[config.mk]
export PLATFORM = sky130hd
export DESIGN_NAME = apb_fifo_master_flat
export DESIGN_NICKNAME = d
export VERILOG_FILES = /design/src/rtl/apb_bridge_pkg.sv /design/src/rtl/apb_fifo_master_if.sv /design/src/rtl/apb_fifo_master.sv /design/src/flat_wrapper.sv
export SDC_FILE = /design/constraint.sdc
export NUM_CORES = 1
export LEC_CHECK = 0
export CAP_MARGIN = 20
export CORE_UTILIZATION = 40
export DETAILED_ROUTE_END_ITERATION = 16
export PLACE_DENSITY_LB_ADDON = 0.2
export SYNTH_ARGS = -nofsm -noshare
export SYNTH_HDL_FRONTEND = slang
export SYNTH_SLANG_ARGS = --single-unit
[constraint.sdc]
create_clock -name clk -period 6 [get_ports clk]
set_input_delay 1.8 -clock clk [delete_from_list [all_inputs] [get_ports clk]]
set_output_delay 1.8 -clock clk [all_outputs]
set_load 0.005 [all_outputs]
[src/rtl/apb_bridge_pkg.sv]
// Shared definitions for the AXI4-Lite to APB bridge: FSM states and the
// request/response word layouts used by both sides of the request/response FIFOs.
package apb_bridge_pkg;

  typedef enum logic [1:0] {
    ST_IDLE   = 2'd0,
    ST_SETUP  = 2'd1,
    ST_ACCESS = 2'd2,
    ST_RESP   = 2'd3
  } apb_state_t;

  localparam int BR_ADDR_W = 32;
  localparam int BR_DATA_W = 32;
  localparam int BR_STRB_W = BR_DATA_W / 8;

  // Request word {write, prot[2:0], addr, wdata, strb}, MSB first
  localparam int REQ_STRB_LSB  = 0;
  localparam int REQ_WDATA_LSB = REQ_STRB_LSB + BR_STRB_W;
  localparam int REQ_ADDR_LSB  = REQ_WDATA_LSB + BR_DATA_W;
  localparam int REQ_PROT_LSB  = REQ_ADDR_LSB + BR_ADDR_W;
  localparam int REQ_WRITE_BIT = REQ_PROT_LSB + 3;
  localparam int REQ_BITS      = REQ_WRITE_BIT + 1;

  // Response word {write, slverr, rdata}
  localparam int RSP_RDATA_LSB  = 0;
  localparam int RSP_SLVERR_BIT = RSP_RDATA_LSB + BR_DATA_W;
  localparam int RSP_WRITE_BIT  = RSP_SLVERR_BIT + 1;
  localparam int RSP_BITS       = RSP_WRITE_BIT + 1;

  typedef struct packed {
    logic                 write;
    logic [2:0]           prot;
    logic [BR_ADDR_W-1:0] addr;
    logic [BR_DATA_W-1:0] wdata;
    logic [BR_STRB_W-1:0] strb;
  } apb_req_t;

  typedef struct packed {
    logic                 write;
    logic                 slverr;
    logic [BR_DATA_W-1:0] rdata;
  } apb_rsp_t;

  function automatic logic [REQ_BITS-1:0] pack_req(input apb_req_t r);
    return r;
  endfunction

  function automatic apb_req_t unpack_req(input logic [REQ_BITS-1:0] w);
    return w;
  endfunction

  function automatic logic [RSP_BITS-1:0] pack_rsp(input apb_rsp_t r);
    return r;
  endfunction

  function automatic apb_rsp_t unpack_rsp(input logic [RSP_BITS-1:0] w);
    return w;
  endfunction

endpackage

[src/rtl/apb_fifo_master_if.sv]
// APB4 bus bundle between the FIFO-driven requester and a completer.
interface apb_fifo_master_if #(
  parameter int ADDR_W = 32,
  parameter int DATA_W = 32
);
  logic                  psel;
  logic                  penable;
  logic                  pwrite;
  logic [ADDR_W-1:0]     paddr;
  logic [DATA_W-1:0]     pwdata;
  logic [DATA_W/8-1:0]   pstrb;
  logic [2:0]            pprot;
  logic                  pready;
  logic                  pslverr;
  logic [DATA_W-1:0]     prdata;

  modport master (
    output psel, penable, pwrite, paddr, pwdata, pstrb, pprot,
    input  pready, pslverr, prdata
  );

  modport slave (
    input  psel, penable, pwrite, paddr, pwdata, pstrb, pprot,
    output pready, pslverr, prdata
  );
endinterface

[src/rtl/apb_fifo_master.sv]
// APB4 requester: pops one request word, runs one SETUP/ACCESS transfer with
// optional timeout, and pushes one response word per request.
module apb_fifo_master
  import apb_bridge_pkg::*;
#(
  parameter int ADDR_W  = 32,
  parameter int DATA_W  = 32,
  parameter int TIMEOUT = 256,
  localparam int STRB_W = DATA_W / 8,
  localparam int REQ_W  = 1 + 3 + ADDR_W + DATA_W + STRB_W,
  localparam int RSP_W  = 2 + DATA_W
) (
  input  logic                 clk,
  input  logic                 rst,
  input  logic                 req_empty,
  input  logic [REQ_W-1:0]     req_data,
  output logic                 req_pop,
  input  logic                 rsp_full,
  output logic                 rsp_push,
  output logic [RSP_W-1:0]     rsp_data,
  apb_fifo_master_if.master    apb
);

  localparam int CNT_W = (TIMEOUT > 0) ? $clog2(TIMEOUT + 1) : 1;
  localparam logic [CNT_W-1:0] LIMIT = CNT_W'((TIMEOUT > 0) ? TIMEOUT - 1 : 0);
  localparam bit TO_EN = (TIMEOUT != 0);

  localparam int WDATA_LSB = STRB_W;
  localparam int ADDR_LSB  = WDATA_LSB + DATA_W;
  localparam int PROT_LSB  = ADDR_LSB + ADDR_W;
  localparam int WRITE_BIT = PROT_LSB + 3;

  apb_state_t        state;
  logic [CNT_W-1:0]  wait_cnt;
  logic              timeout_hit;
  logic [DATA_W-1:0] rd_val;

  // Popping only with a free response slot guarantees the RESP push never blocks.
  assign req_pop     = !rst && (state == ST_IDLE) && !req_empty && !rsp_full;
  assign timeout_hit = TO_EN && (wait_cnt == LIMIT);
  assign apb.psel    = (state == ST_SETUP) || (state == ST_ACCESS);
  assign apb.penable = (state == ST_ACCESS);
  assign rsp_push    = (state == ST_RESP);

  always_comb begin
    rd_val = '0;
    if (!apb.pwrite) rd_val = apb.prdata;
  end

  always_ff @(posedge clk) begin
    if (rst) begin
      state       <= ST_IDLE;
      wait_cnt    <= '0;
      apb.pwrite  <= 1'b0;
      apb.pprot   <= '0;
      apb.paddr   <= '0;
      apb.pwdata  <= '0;
      apb.pstrb   <= '0;
      rsp_data    <= '0;
    end else begin
      unique case (state)
        ST_IDLE: begin
          if (req_pop) begin
            apb.pwrite <= req_data[WRITE_BIT];
            apb.pprot  <= req_data[PROT_LSB +: 3];
            apb.paddr  <= req_data[ADDR_LSB +: ADDR_W];
            apb.pwdata <= req_data[WDATA_LSB +: DATA_W];
            apb.pstrb  <= req_data[WRITE_BIT] ? req_data[0 +: STRB_W] : '0;
            state      <= ST_SETUP;
          end
        end
        ST_SETUP: begin
          wait_cnt <= '0;
          state    <= ST_ACCESS;
        end
        ST_ACCESS: begin
          // pready takes priority over a timeout landing in the same cycle
          if (apb.pready) begin
            rsp_data <= {apb.pwrite, apb.pslverr, rd_val};
            state    <= ST_RESP;
          end else if (timeout_hit) begin
            rsp_data <= {apb.pwrite, 1'b1, {DATA_W{1'b0}}};
            state    <= ST_RESP;
          end else if (wait_cnt != '1) begin
            wait_cnt <= wait_cnt + CNT_W'(1);
          end
        end
        ST_RESP: begin
          state <= ST_IDLE;
        end
        default: state <= ST_IDLE;
      endcase
    end
  end

endmodule

[src/flat_wrapper.sv]
// flat-port wrapper written by rule: the top's interface ports become plain ports
module apb_fifo_master_flat import apb_bridge_pkg::*;
#(
  parameter int ADDR_W  = 32,
  parameter int DATA_W  = 32,
  parameter int TIMEOUT = 256,
  localparam int STRB_W = DATA_W / 8,
  localparam int REQ_W  = 1 + 3 + ADDR_W + DATA_W + STRB_W,
  localparam int RSP_W  = 2 + DATA_W
)
  (clk, rst, req_empty, req_data, req_pop, rsp_full, rsp_push, rsp_data, apb_psel, apb_penable, apb_pwrite, apb_paddr, apb_pwdata, apb_pstrb, apb_pprot, apb_pready, apb_pslverr, apb_prdata);
  apb_fifo_master_if #(.ADDR_W(ADDR_W), .DATA_W(DATA_W)) apb_i ();
  input  logic clk;
  input  logic rst;
  input  logic req_empty;
  input  logic [REQ_W-1:0] req_data;
  output logic req_pop;
  input  logic rsp_full;
  output logic rsp_push;
  output logic [RSP_W-1:0] rsp_data;
  output wire logic [$bits(apb_i.psel)-1:0] apb_psel;
  output wire logic [$bits(apb_i.penable)-1:0] apb_penable;
  output wire logic [$bits(apb_i.pwrite)-1:0] apb_pwrite;
  output wire logic [$bits(apb_i.paddr)-1:0] apb_paddr;
  output wire logic [$bits(apb_i.pwdata)-1:0] apb_pwdata;
  output wire logic [$bits(apb_i.pstrb)-1:0] apb_pstrb;
  output wire logic [$bits(apb_i.pprot)-1:0] apb_pprot;
  input wire logic [$bits(apb_i.pready)-1:0] apb_pready;
  input wire logic [$bits(apb_i.pslverr)-1:0] apb_pslverr;
  input wire logic [$bits(apb_i.prdata)-1:0] apb_prdata;
  assign apb_psel = apb_i.psel;
  assign apb_penable = apb_i.penable;
  assign apb_pwrite = apb_i.pwrite;
  assign apb_paddr = apb_i.paddr;
  assign apb_pwdata = apb_i.pwdata;
  assign apb_pstrb = apb_i.pstrb;
  assign apb_pprot = apb_i.pprot;
  assign apb_i.pready = apb_pready;
  assign apb_i.pslverr = apb_pslverr;
  assign apb_i.prdata = apb_prdata;
  apb_fifo_master #(.ADDR_W(ADDR_W), .DATA_W(DATA_W), .TIMEOUT(TIMEOUT)) u_core (.clk(clk), .rst(rst), .req_empty(req_empty), .req_data(req_data), .req_pop(req_pop), .rsp_full(rsp_full), .rsp_push(rsp_push), .rsp_data(rsp_data), .apb(apb_i));
endmodule
# Word level (Yosys, flattened, before mapping)

Cells that the tools add are included.

$add $sub $neg: 1
Eq/ne operators: 10
Mux-type cells: 12
Reductions and logical operators: 14

Operators with widths:

| cell                                                                    | number |
|---|---|
| 34-bit 2-to-1 mux                                                       | 2 |
| 32-bit 2-to-1 mux                                                       | 1 |
| 9-bit 2-to-1 mux                                                        | 3 |
| 9-bit one-hot mux with 2 select lines                                   | 1 |
| 9-bit by 1-bit adder with 9-bit output, second input constant           | 1 |
| 9-bit by 8-bit equality test with 1-bit output, second input constant   | 1 |
| 9-bit inequality test, second input constant                            | 1 |
| 2-bit one-hot mux with 4 select lines                                   | 1 |
| 2-bit 2-to-1 mux                                                        | 3 |
| 2-bit inequality test, second input constant                            | 3 |
| 2-bit AND reduction                                                     | 3 |
| 2-bit equality test, second input constant                              | 2 |
| 4-bit 2-to-1 mux                                                        | 1 |
| 4-bit AND reduction                                                     | 1 |
| 2-bit nonzero test                                                      | 2 |
| 1-bit logical AND                                                       | 3 |
| 1-bit zero test                                                         | 3 |
| 3-bit by 1-bit inequality test with 1-bit output, second input constant | 1 |
| 2-bit by 1-bit equality test with 1-bit output, second input constant   | 1 |
| 2-bit zero test                                                         | 1 |
| 2-bit by 1-bit inequality test with 1-bit output, second input constant | 1 |
| 1-bit logical OR                                                        | 1 |

Bits in registers: 117
Bits of input ports: 110
Output and inout port bits: 110
Logic and storage cells: 45

# Logic depth before layout (Yosys ltp)

Depth in word-level cells: 6
Mapped depth: 9
Depth with buffers taken out: 7

# Worst setup path after synthesis

OpenSTA, ideal clock, no wires.

Kind: input port to output port
Start: input rst
End: output req_pop
Arrival time: 2,882 ps
Data required time: 4,200 ps
Setup slack: 1,318 ps
Stages: 6
Path buffers: 4
Path through: buf_6 -> or4b_4 -> buf_6 -> inv_4 -> buf_6 -> buf_4

Longest elaborated chain between the ends: 4

RTL lines:

| item                           | RTL line              | source |
|---|---|---|
| start, declared                | flat_wrapper.sv:14    | `input logic rst;` |
| 1-bit zero test                | apb_fifo_master.sv:39 | `assign req_pop = !rst && (state == ST_IDLE) && !req_empty && !rsp_full;` |
| 1-bit logical AND (3 in a row) | apb_fifo_master.sv:39 |  |
| end, declared                  | flat_wrapper.sv:17    | `output logic req_pop;` |

No other way between the ends.

# Worst setup path in the final report

Same ends and word-level chain as after synthesis.

==> results.sh <==
export IMPL_routed_wl_mm=12.36
export IMPL_mostFrequentLayoutCell="clkdlybuf4s50_1"
export IMPL_ant_nets=0
export IMPL_syn_to_final_growth_pct=65.76
export IMPL_fillerInstances=820
export IMPL_ir_worst_vdd_v=0.0001747
export IMPL_crit_slowest_cell="or4b_4"
export IMPL_seq_area_frac_synth_pct=54.04
export IMPL_core_um2=10420
export IMPL_whs_endpoint="u_core.apb.paddr[28]"
export IMPL_slowest_delay_ns=0.61
export IMPL_hold_viol_final=0
export IMPL_start_util_pct=41.61
export IMPL_post_cts_buffers=0
export IMPL_io_buffers=219
export IMPL_grt_util_all_layers_pct=22.60
export IMPL_cts_repair_resized=0
export IMPL_min_path_type="reg -> reg"
export IMPL_powerDensity_nw_per_um2=343.0
export IMPL_drive_gt1_share_pct=5.495
export IMPL_fin_crit_ns=5.383
export IMPL_synth_area_um2=4334
export IMPL_num_rows=37
export IMPL_pin_count=220
export IMPL_grt_pass1_wl_mm=19.92
export IMPL_cts_sinks=117
export IMPL_final_nets=834
export IMPL_diodes=0
export IMPL_grt_max_degree=135
export IMPL_syn_inst=513
export IMPL_cts_tree="built"
export IMPL_slew_viol_final=0
export IMPL_rrSetupSlack_ns=3.64
export IMPL_power_total_w=0.002464
export IMPL_mostFrequentLayoutCells="clkdlybuf4s50_1, nand2_1, dfxtp_1"
export IMPL_critPathCaptureType="primary output"
export IMPL_clock_latency_ns=0.51
export IMPL_path_class="in -> out"
export IMPL_syn_num_nets=631
export IMPL_rsz0062_at_grt="false"
export IMPL_dr_total_vias=4211
export IMPL_dp_cells=831
export IMPL_holdPathStages=2
export IMPL_rr_worst_depth=7
export IMPL_fmax_ghz=0.1858
export IMPL_required_ns=4.20
export IMPL_slew_headroom_pct=39.25
export IMPL_ys_warn_count=0
export IMPL_grt_ovfl_total=0
export IMPL_die_area_um2=11260
export IMPL_stdcell_count=864
export IMPL_clkTransAtPathRegs_ns=0.06
export IMPL_antenna_found_initial=0
export IMPL_synthDistinctLibCells=34
export IMPL_viasPerCell=4.874
export IMPL_drc=0
export IMPL_clock_tree_buffer_depth=2
export IMPL_drtIter0Drc=265
export IMPL_h_tree_depth=4
export IMPL_p_leak_nw=2.595
export IMPL_path_common_cell="clkdlybuf4s50_1"
export IMPL_synth_seq_cells=117
export IMPL_period_share_pct=89.71
export IMPL_finalWeightedCongestion=0.8367
export IMPL_syn_avg_cell_area_um2=8.449
export IMPL_cp_start_kind="primary input"
export IMPL_worstHoldStart="u_core.apb.paddr[28]"
export IMPL_cp_arrival_ns=3.58
export IMPL_cap_violations=0
export IMPL_reg2reg_from="u_core.wait_cnt[0]"
export IMPL_first_pass_iters=5
export IMPL_die_h_um=106.1
export IMPL_timing_rr_end="u_core.wait_cnt[7]"
export IMPL_numCtsBuffers=17
export IMPL_status="finished clean"
export IMPL_worst_pin_slew_ns=0.9099
export IMPL_place_hpwl_mm=8.586
export IMPL_die_w_um=106.1
export IMPL_worstPathCellList="clkdlybuf4s50_1 > or4b_4 > inv_4 > clkdlybuf4s50_1"
export IMPL_wl_per_cell_um=14.31
export IMPL_setup_viol=0
export IMPL_setup_tns_final_ns=0
export IMPL_grt_pass1_vias=4210
export IMPL_root_buffer="clkbuf_8"
export IMPL_hold_buffers=0
export IMPL_finClkSkew_ns=0.01103
export IMPL_worstPathMaxFanout=7
## worst max-delay path by stage
stage	to	cells past startpoint	from
detailed placement	req_pop	4	rst
global route	req_pop	4	rst
finish	req_pop	4	rst
global placement	req_pop	4	rst
floorplan	req_pop	6	rst
CTS	req_pop	4	rst
## cell type report
cell class	instances	area [µm²]	share of cell area (%)
inverters	5	21.27	0.2961
flip-flops and latches	117	2342	32.60
repair buffers	225	2265	31.52
clock inverters	10	152.6	2.125
clock buffers	21	459.2	6.391
multi-input cells	350	1774	24.70
well taps	136	170.2	2.369
## power by group
part | total [W] | internal, W | switching, W
logic | 0.000517 | 0.000291 | 0.000226
clock network | 0.00103 | 0.000700 | 0.000333
registers | 0.000914 | 0.000865 | 0.0000489
## cell families after synthesis
kind of cell,count (synthesis),share of synthesized area (%)
compound gates,120,16.34
fa+ha+maj,8,2.310
simple gates,215,20.58
mux,7,1.617
buf+inv,46,5.110
flops,117,54.04
## per-layer routing
layer  GRT usage, %  routed length (µm)
met5              0                   0
met4          10.71                 310
met3          9.258                1002
met2          38.42                6161
met1          24.36                4886
## cell usage after synthesis
library cell | number | share of area (%)
buf_1 | 1 | 0.087
a211oi_1 | 3 | 0.52
a21oi_1 | 10 | 1.2
clkbuf_2 | 2 | 0.23
a21o_1 | 2 | 0.35
clkbuf_1 | 25 | 2.2
mux2i_1 | 7 | 1.6
or4b_1 | 1 | 0.23
nand2_1 | 146 | 13
nor4b_1 | 1 | 0.20
nand4_1 | 1 | 0.14
o21ai_1 | 1 | 0.12
nor3_1 | 1 | 0.12
buf_2 | 8 | 0.92
a21boi_0 | 1 | 0.17
o211a_1 | 1 | 0.23
ha_1 | 8 | 2.3
a22oi_1 | 32 | 5.5
o31a_1 | 1 | 0.20
and3b_1 | 1 | 0.20
or3_1 | 1 | 0.14
o2111ai_1 | 1 | 0.20
nand3_1 | 17 | 2.0
nand3b_1 | 7 | 1.2
nand2b_1 | 1 | 0.14
buf_4 | 1 | 0.17
inv_4 | 1 | 0.14
nor2b_1 | 1 | 0.14
buf_6 | 4 | 1.0
o21ai_0 | 68 | 7.9
nor2_1 | 36 | 3.1
or4b_4 | 1 | 0.32
inv_1 | 4 | 0.35
dfxtp_1 | 117 | 54
## flip-flops by register name, indices dropped and copies added, names as in the netlist
name	flops
u_core.apb.pstrb	4
u_core.wait_cnt	9
u_core.state	2
u_core.apb.pwrite	1
u_core.rsp_data	34
u_core.apb.pprot	3
u_core.apb.pwdata	32
u_core.apb.paddr	32
## stage by stage
stage	instance area (µm²)	setup slack [ns]	util (%)	hold slack, ns
detailed placement	6530	0.6078	62.69	0.4485
floorplan	4334	1.318	-	0.4483
global placement	6530	0.6252	62.69	0.4422
CTS	7142	0.5994	68.56	0.4560
finish	7184	0.6173	68.97	0.4560
global route	7184	0.5496	68.97	0.4761
## worst max-delay path: cells and delay by family
kind	cells	cell delay, ns
buf+inv	3	1.16
simple gates	1	0.61
(Power assumes the default switching activity.)
